[src/rtl/note_sample_mixer.sv]
// note_sample_mixer: once per codec sample tick, fetches one signed byte per enabled
// note region from flash, sums them, and emits the scaled mix. A shared sample
// pointer advances each frame until it reaches PTR_END and then parks.
module note_sample_mixer #(
    parameter logic [15:0] PTR_END = 16'hFFFF,
    parameter int unsigned SHIFT   = 5
) (
    input  logic        iCLK,
    input  logic        iRST,
    input  logic [7:0]  i_music_enb,
    input  logic        i_note_rst,
    input  logic        i_sample_tick,
    output logic        o_flash_rd,
    output logic [18:0] o_flash_addr,
    input  logic [7:0]  i_flash_data,
    input  logic        i_flash_ack,
    output logic [15:0] o_audio,
    output logic        o_audio_valid,
    output logic        o_flash_valid,
    output logic        o_overrun
);

    typedef enum logic [1:0] {StIdle, StScan, StRead, StDone} state_t;

    state_t      state_q, state_d;
    logic [15:0] ptr_q, ptr_d;
    logic        finished_q, finished_d;
    logic        rst_pend_q, rst_pend_d;
    logic [10:0] acc_q, acc_d;
    logic [7:0]  enb_q, enb_d;
    logic [3:0]  idx_q, idx_d;
    logic        flash_rd_q, flash_rd_d;
    logic [18:0] flash_addr_q, flash_addr_d;
    logic [15:0] audio_q, audio_d;
    logic        audio_valid_q, audio_valid_d;
    logic        flash_valid_q, flash_valid_d;
    logic        overrun_q, overrun_d;

    logic [15:0] acc_ext;
    logic [10:0] data_ext;

    assign acc_ext  = {{5{acc_q[10]}}, acc_q};
    assign data_ext = {{3{i_flash_data[7]}}, i_flash_data};

    // Next-state logic: frame sequencing, accumulation and pointer bookkeeping
    always_comb begin
        state_d       = state_q;
        ptr_d         = ptr_q;
        finished_d    = finished_q;
        rst_pend_d    = rst_pend_q;
        acc_d         = acc_q;
        enb_d         = enb_q;
        idx_d         = idx_q;
        flash_rd_d    = flash_rd_q;
        flash_addr_d  = flash_addr_q;
        audio_d       = audio_q;
        audio_valid_d = 1'b0;
        flash_valid_d = 1'b0;
        overrun_d     = overrun_q;

        // Outside IDLE a restart is deferred to the end of the frame and ticks are lost
        if (state_q != StIdle) begin
            if (i_note_rst) begin
                rst_pend_d = 1'b1;
            end
            if (i_sample_tick) begin
                overrun_d = 1'b1;
            end
        end

        unique case (state_q)
            StIdle: begin
                if (i_note_rst) begin
                    ptr_d      = 16'd0;
                    finished_d = 1'b0;
                    rst_pend_d = 1'b0;
                end
                if (i_sample_tick) begin
                    enb_d   = i_music_enb;
                    acc_d   = 11'd0;
                    idx_d   = 4'd0;
                    state_d = StScan;
                end
            end
            StScan: begin
                if (idx_q == 4'd8) begin
                    // Outputs are loaded on entry so the pulses coincide with DONE
                    audio_d       = acc_ext << SHIFT;
                    audio_valid_d = 1'b1;
                    flash_valid_d = 1'b1;
                    state_d       = StDone;
                end else if (enb_q[idx_q[2:0]] && !finished_q) begin
                    // ptr never exceeds PTR_END (it parks there), so no range test is needed
                    flash_rd_d   = 1'b1;
                    flash_addr_d = {idx_q[2:0], ptr_q};
                    state_d      = StRead;
                end else begin
                    idx_d = idx_q + 4'd1;
                end
            end
            StRead: begin
                if (i_flash_ack) begin
                    acc_d      = acc_q + data_ext;
                    flash_rd_d = 1'b0;
                    idx_d      = idx_q + 4'd1;
                    state_d    = StScan;
                end
            end
            StDone: begin
                if (rst_pend_q) begin
                    ptr_d      = 16'd0;
                    finished_d = 1'b0;
                end else if (ptr_q == PTR_END) begin
                    finished_d = 1'b1;
                end else begin
                    ptr_d = ptr_q + 16'd1;
                end
                rst_pend_d = i_note_rst;
                state_d    = StIdle;
            end
            default: state_d = StIdle;
        endcase
    end

    // State register with asynchronous reset
    always_ff @(posedge iCLK or posedge iRST) begin
        if (iRST) begin
            state_q       <= StIdle;
            ptr_q         <= 16'd0;
            finished_q    <= 1'b0;
            rst_pend_q    <= 1'b0;
            acc_q         <= 11'd0;
            enb_q         <= 8'd0;
            idx_q         <= 4'd0;
            flash_rd_q    <= 1'b0;
            flash_addr_q  <= 19'd0;
            audio_q       <= 16'd0;
            audio_valid_q <= 1'b0;
            flash_valid_q <= 1'b0;
            overrun_q     <= 1'b0;
        end else begin
            state_q       <= state_d;
            ptr_q         <= ptr_d;
            finished_q    <= finished_d;
            rst_pend_q    <= rst_pend_d;
            acc_q         <= acc_d;
            enb_q         <= enb_d;
            idx_q         <= idx_d;
            flash_rd_q    <= flash_rd_d;
            flash_addr_q  <= flash_addr_d;
            audio_q       <= audio_d;
            audio_valid_q <= audio_valid_d;
            flash_valid_q <= flash_valid_d;
            overrun_q     <= overrun_d;
        end
    end

    assign o_flash_rd    = flash_rd_q;
    assign o_flash_addr  = flash_addr_q;
    assign o_audio       = audio_q;
    assign o_audio_valid = audio_valid_q;
    assign o_flash_valid = flash_valid_q;
    assign o_overrun     = overrun_q;

endmodule
[config.mk]
export PLATFORM = sky130hd
export DESIGN_NAME = note_sample_mixer
export DESIGN_NICKNAME = d
export VERILOG_FILES = /design/src/rtl/note_sample_mixer.sv
export SDC_FILE = /design/constraint.sdc
export NUM_CORES = 1
export LEC_CHECK = 0
export CORE_MARGIN = 2
export CORE_UTILIZATION = 45
export DETAILED_ROUTE_END_ITERATION = 10
export GPL_TIMING_DRIVEN = 0
export PLACE_DENSITY = 0.79
export SLEW_MARGIN = 10
export SYNTH_ARGS = -nofsm -noshare
export SYNTH_HDL_FRONTEND = slang
export SYNTH_SLANG_ARGS = --single-unit
[constraint.sdc]
create_clock -name iCLK -period 2.4 [get_ports iCLK]
set_input_delay 0.6 -clock iCLK [delete_from_list [all_inputs] [get_ports iCLK]]
set_output_delay 0.6 -clock iCLK [all_outputs]
set_load 0.02 [all_outputs]
==> impl.org <==
** STA
- The worst pin sits at a relative slew slack of between 40% and 50%.
- Of the available clock period, the critical path in the final layout requires 96.4%.
- Worst-case clock skew :: roughly 13 ps
- Setup violations remaining at the end of the flow were counted as 0.
- The number of pins exceeding their max-slew limit in the final report came to 0.
- Based on the critical path, the design can be clocked at up to 432 MHz.
- Final-report hold violation count :: 0
- For the pin with the worst max-slew slack, the measured transition is 839 ps.
- For the final routed database, the setup TNS stands at 0 ps.
- The routed design could run at a clock period as short as 2310 ps.
- Hold is met by 492 ps.

** Run status
- Outcome :: finished, final reports clean

** Logic synthesis
- Summing the areas of all compound-gate instances in the mapped netlist gives 11.0% of the synthesized area.
- After synthesis, the largest family of logic cells by area is multiplexers.
- After synthesis, flip-flops and latches occupy approximately half of the total area.
- A synthesized cell averages 11.1 um2.
- Synth async-reset ratio :: 100%
- Synthesis produced 343 cells.
- In this run the cell area of the synthesized design comes to 0.00382 mm2.
- Number of flops mapped to enable cells by yosys :: 0
- Of the total synthesized cell area, the portion taken by AND, OR, NAND and NOR gates is 11.7%.
- Share of cell area taken by muxes after synthesis :: 12.9%
- Post-synthesis register bit count :: 76
- Among all flip-flop cells after synthesis, the most frequent one is sky130_fd_sc_hd__dfrtp_1.
- Count of cell types in the netlist :: 47
- Post-synthesis share of cell area spent on full adders, half adders and majority gates :: about 6.4%
- Synthesized-area fraction occupied by xor and xnor cells :: 4.36%
- Yosys printed 0 warnings.

** Drt
- Using the TritonRoute via totals, the vias-per-cell ratio works out to 5.38.
- DRC marker count from the first detailed-route iteration :: 127
- For this run, the detailed router's first-pass iteration total came to 4.
- The detailed router placed 2862 vias in this run.
- Drt total wl :: 7.88 mm
- After detailed routing, the average wire length per cell comes to 14.8 um.
- Final ANT Viol Nets :: 0
- DRC violation count after routing :: 0

** CTS
- Worst-skew pair later-pin latency :: 350 ps
- Total number of H-tree levels :: 3
- Clk pin slew, worst setup/hold paths :: 80 ps
- Clock tree synthesis found a total of 76 sinks.
- Buffer type at the clock tree root :: sky130_fd_sc_hd__clkbuf_8
- CTS tree :: done
- Clock buffers created by TritonCTS :: 9
- Worst-case clock buffer depth :: 2

** Power
- For this design the static power due to leakage is between 2 and 2.5 nW.
- Overall Power :: 4.93 mW
- P per Cell Area :: 1020 mW/mm2
- IR analysis of the VDD net gives a maximum drop of 0.000659 V.

** Floorplanning
- In this run the horizontal extent of the chip is 96.1 um.
- 60 I/O pins were placed.
- Starting density of the core :: 46.5%
- In this run the standard cell core region covers 0.00822 mm2.
- The die covers 0.00924 mm2.
- The die is 96.1 um tall.
- The initialized floorplan defines 33 standard-cell rows.

** Placed design
- Input and output buffers added on the ports amount to 54.
- Routability-driven placement finished with a final weighted congestion of between 0.8 and 0.9.
- HPWL reported at the end of detailed placement :: 5.52 mm
- After detailed placement, the design holds a cell count of a little over 500.

** GRT
- For this run the aggregate overflow at the end of global routing stands at 0.
- The first global-routing pass estimated roughly 13 mm of wire.
- Via count of the first global-routing pass :: 2800
- Global-route usage over all layers :: 17.9%
- Entering global routing, the biggest net connects 40 pins.
- The number of antenna violations at the first check in global routing was 0.

** Worst hold path
- The min-delay analysis places its worst path in the category reg -> reg.

** Job
- The tool flagged a number of max-cap violations equal to 0.

** Layout
- In the layout the commonest cells are sky130_fd_sc_hd__dfrtp_1, sky130_fd_sc_hd__clkdlybuf4s50_1, sky130_fd_sc_hd__mux2_2, sky130_fd_sc_hd__nand2_1, sky130_fd_sc_hd__nor2_1.
- Area growth syn-to-layout :: 26.9%
- The number of antenna diodes in the final layout is 0.
- Post-route non-filler standard cell count :: approximately 530
- Fraction of layout instances using a drive strength above 1 :: 19.7%
- Commonest non-fill, non-tap cell in the layout :: sky130_fd_sc_hd__dfrtp_1
- Final net count :: 462

** Critical path
- Max FO, Critical Path :: 5
- Kind of end point of the critical path :: flop
- By startpoint and endpoint, the worst setup path is classified as reg -> reg.
- Required time reported for the critical path endpoint :: 2660 ps
- Kind of launch point of the worst setup path :: flop
- Critical Path AT :: between 2000 and 3000 ps
flip-flops by register name (all words and copies together), names as in the netlist, 2 cells and up, named ones only:
register,count
acc_q,11
enb_q,8
idx_q,4
o_audio,11
o_flash_addr,19
ptr_q,16
state_q,2
synthesized netlist by cell type (all sizes together), types with 2 or more instances:
| cell | count | share of area, % |
|---|---|---|
| and2 | 2 | 0.33 |
| a21oi | 7 | 0.92 |
| a31oi | 6 | 0.98 |
| nand4 | 7 | 1.1 |
| xnor2 | 3 | 0.69 |
| a211oi | 5 | 0.98 |
| nor4 | 2 | 0.33 |
| ha | 18 | 5.9 |
| a22o | 5 | 1.1 |
| nand3 | 11 | 1.4 |
| and3 | 3 | 0.49 |
| nand2 | 28 | 2.8 |
| buf | 8 | 1.6 |
| inv | 16 | 1.6 |
| clkbuf | 5 | 0.49 |
| o21bai | 4 | 0.79 |
| dfrtp | 76 | 50 |
| xor2 | 16 | 3.7 |
| mux4 | 2 | 1.4 |
| nor2 | 27 | 2.8 |
| nor2b | 2 | 0.33 |
| a21o | 5 | 0.98 |
| o31ai | 3 | 0.72 |
| o21ai | 21 | 2.8 |
| mux2 | 38 | 11 |
| nor3 | 5 | 0.66 |
| or2 | 3 | 0.56 |
| and4 | 3 | 0.69 |
final cells by class:
type	instances	area (um2)
plain buffers	12	77.6
clock buffers	10	128
clock inverters	6	41.3
fillers	678	3370
inverters	16	63.8
multi-input cells	242	1860
flip-flops and latches	76	1900
well taps	105	131
repair buffers	65	643
stage by stage:
| step | setup WS, ps | utilization [%] | area (um2) |
|---|---|---|---|
| 2_1_floorplan | 55.0 | - | 3840 |
| 3_3_place_gp | -532 | 55.0 | 4520 |
| 3_5_place_dp | -544 | 55.2 | 4540 |
| 4_1_cts | -118 | 57.7 | 4740 |
| 5_1_grt | -22.1 | 59.0 | 4850 |
| 6_report | 86.2 | 59.0 | 4850 |
worst max-delay path, cell delays in order, from the launching register on:
cell,delay (ps)
sky130_fd_sc_hd__dfrtp_1,370
sky130_fd_sc_hd__buf_6,130
sky130_fd_sc_hd__mux4_2,520
sky130_fd_sc_hd__mux2i_4,190
sky130_fd_sc_hd__nor2_2,90
sky130_fd_sc_hd__a2111o_1,450
sky130_fd_sc_hd__or2_4,260
sky130_fd_sc_hd__o31ai_2,210
what timing repair did:
item / 4_1_cts / 5_1_grt
buffers inserted: 2 / 8
hold buffers: 0 / 0
gates resized for setup: 4 / 15
pin swaps: 4 / 10
cloned: 0 / 0
setup endpoints to repair: 23 / 25
logic make-up after synthesis:
logic type | Yosys count
compound gates | 64
xor+xnor | 19
fa+ha+maj | 19
buf+inv | 29
flops | 76
mux | 41
other cells | 1
simple gates | 94
report_power, final:
group / switching [mW] / internal, mW
registers: 0.199 / 1.57
logic: 1.20 / 1.10
clock network: 0.481 / 0.373
total: 1.88 / 3.04
worst paths after layout:
check	startpoint	to	slack, ps	cells after the start
min in group asynchronous	iRST	o_flash_addr[14]$_DFFE_PP0P_	750	2
hold reg to reg	o_flash_addr[1]$_DFFE_PP0P_	o_flash_addr[1]$_DFFE_PP0P_	490	1
hold / removal	o_flash_addr[1]$_DFFE_PP0P_	o_flash_addr[1]$_DFFE_PP0P_	490	1
max in group asynchronous	iRST	acc_q[2]$_DFFE_PP0P_	1000	3
setup reg to reg	idx_q[0]$_DFFE_PP0P_	idx_q[3]$_DFFE_PP0P_	90	7
setup / recovery	idx_q[0]$_DFFE_PP0P_	idx_q[3]$_DFFE_PP0P_	90	7
per-layer routing:
layer	global-route usage [%]	vias to the layer above	routed length [um]
met1	22.0	1397	3420
met2	29.0	82	3820
met3	5.32	15	480
met5	0	-	0
li1	-	1368	-
met4	7.86	0	153
(Power assumes the default switching activity.)
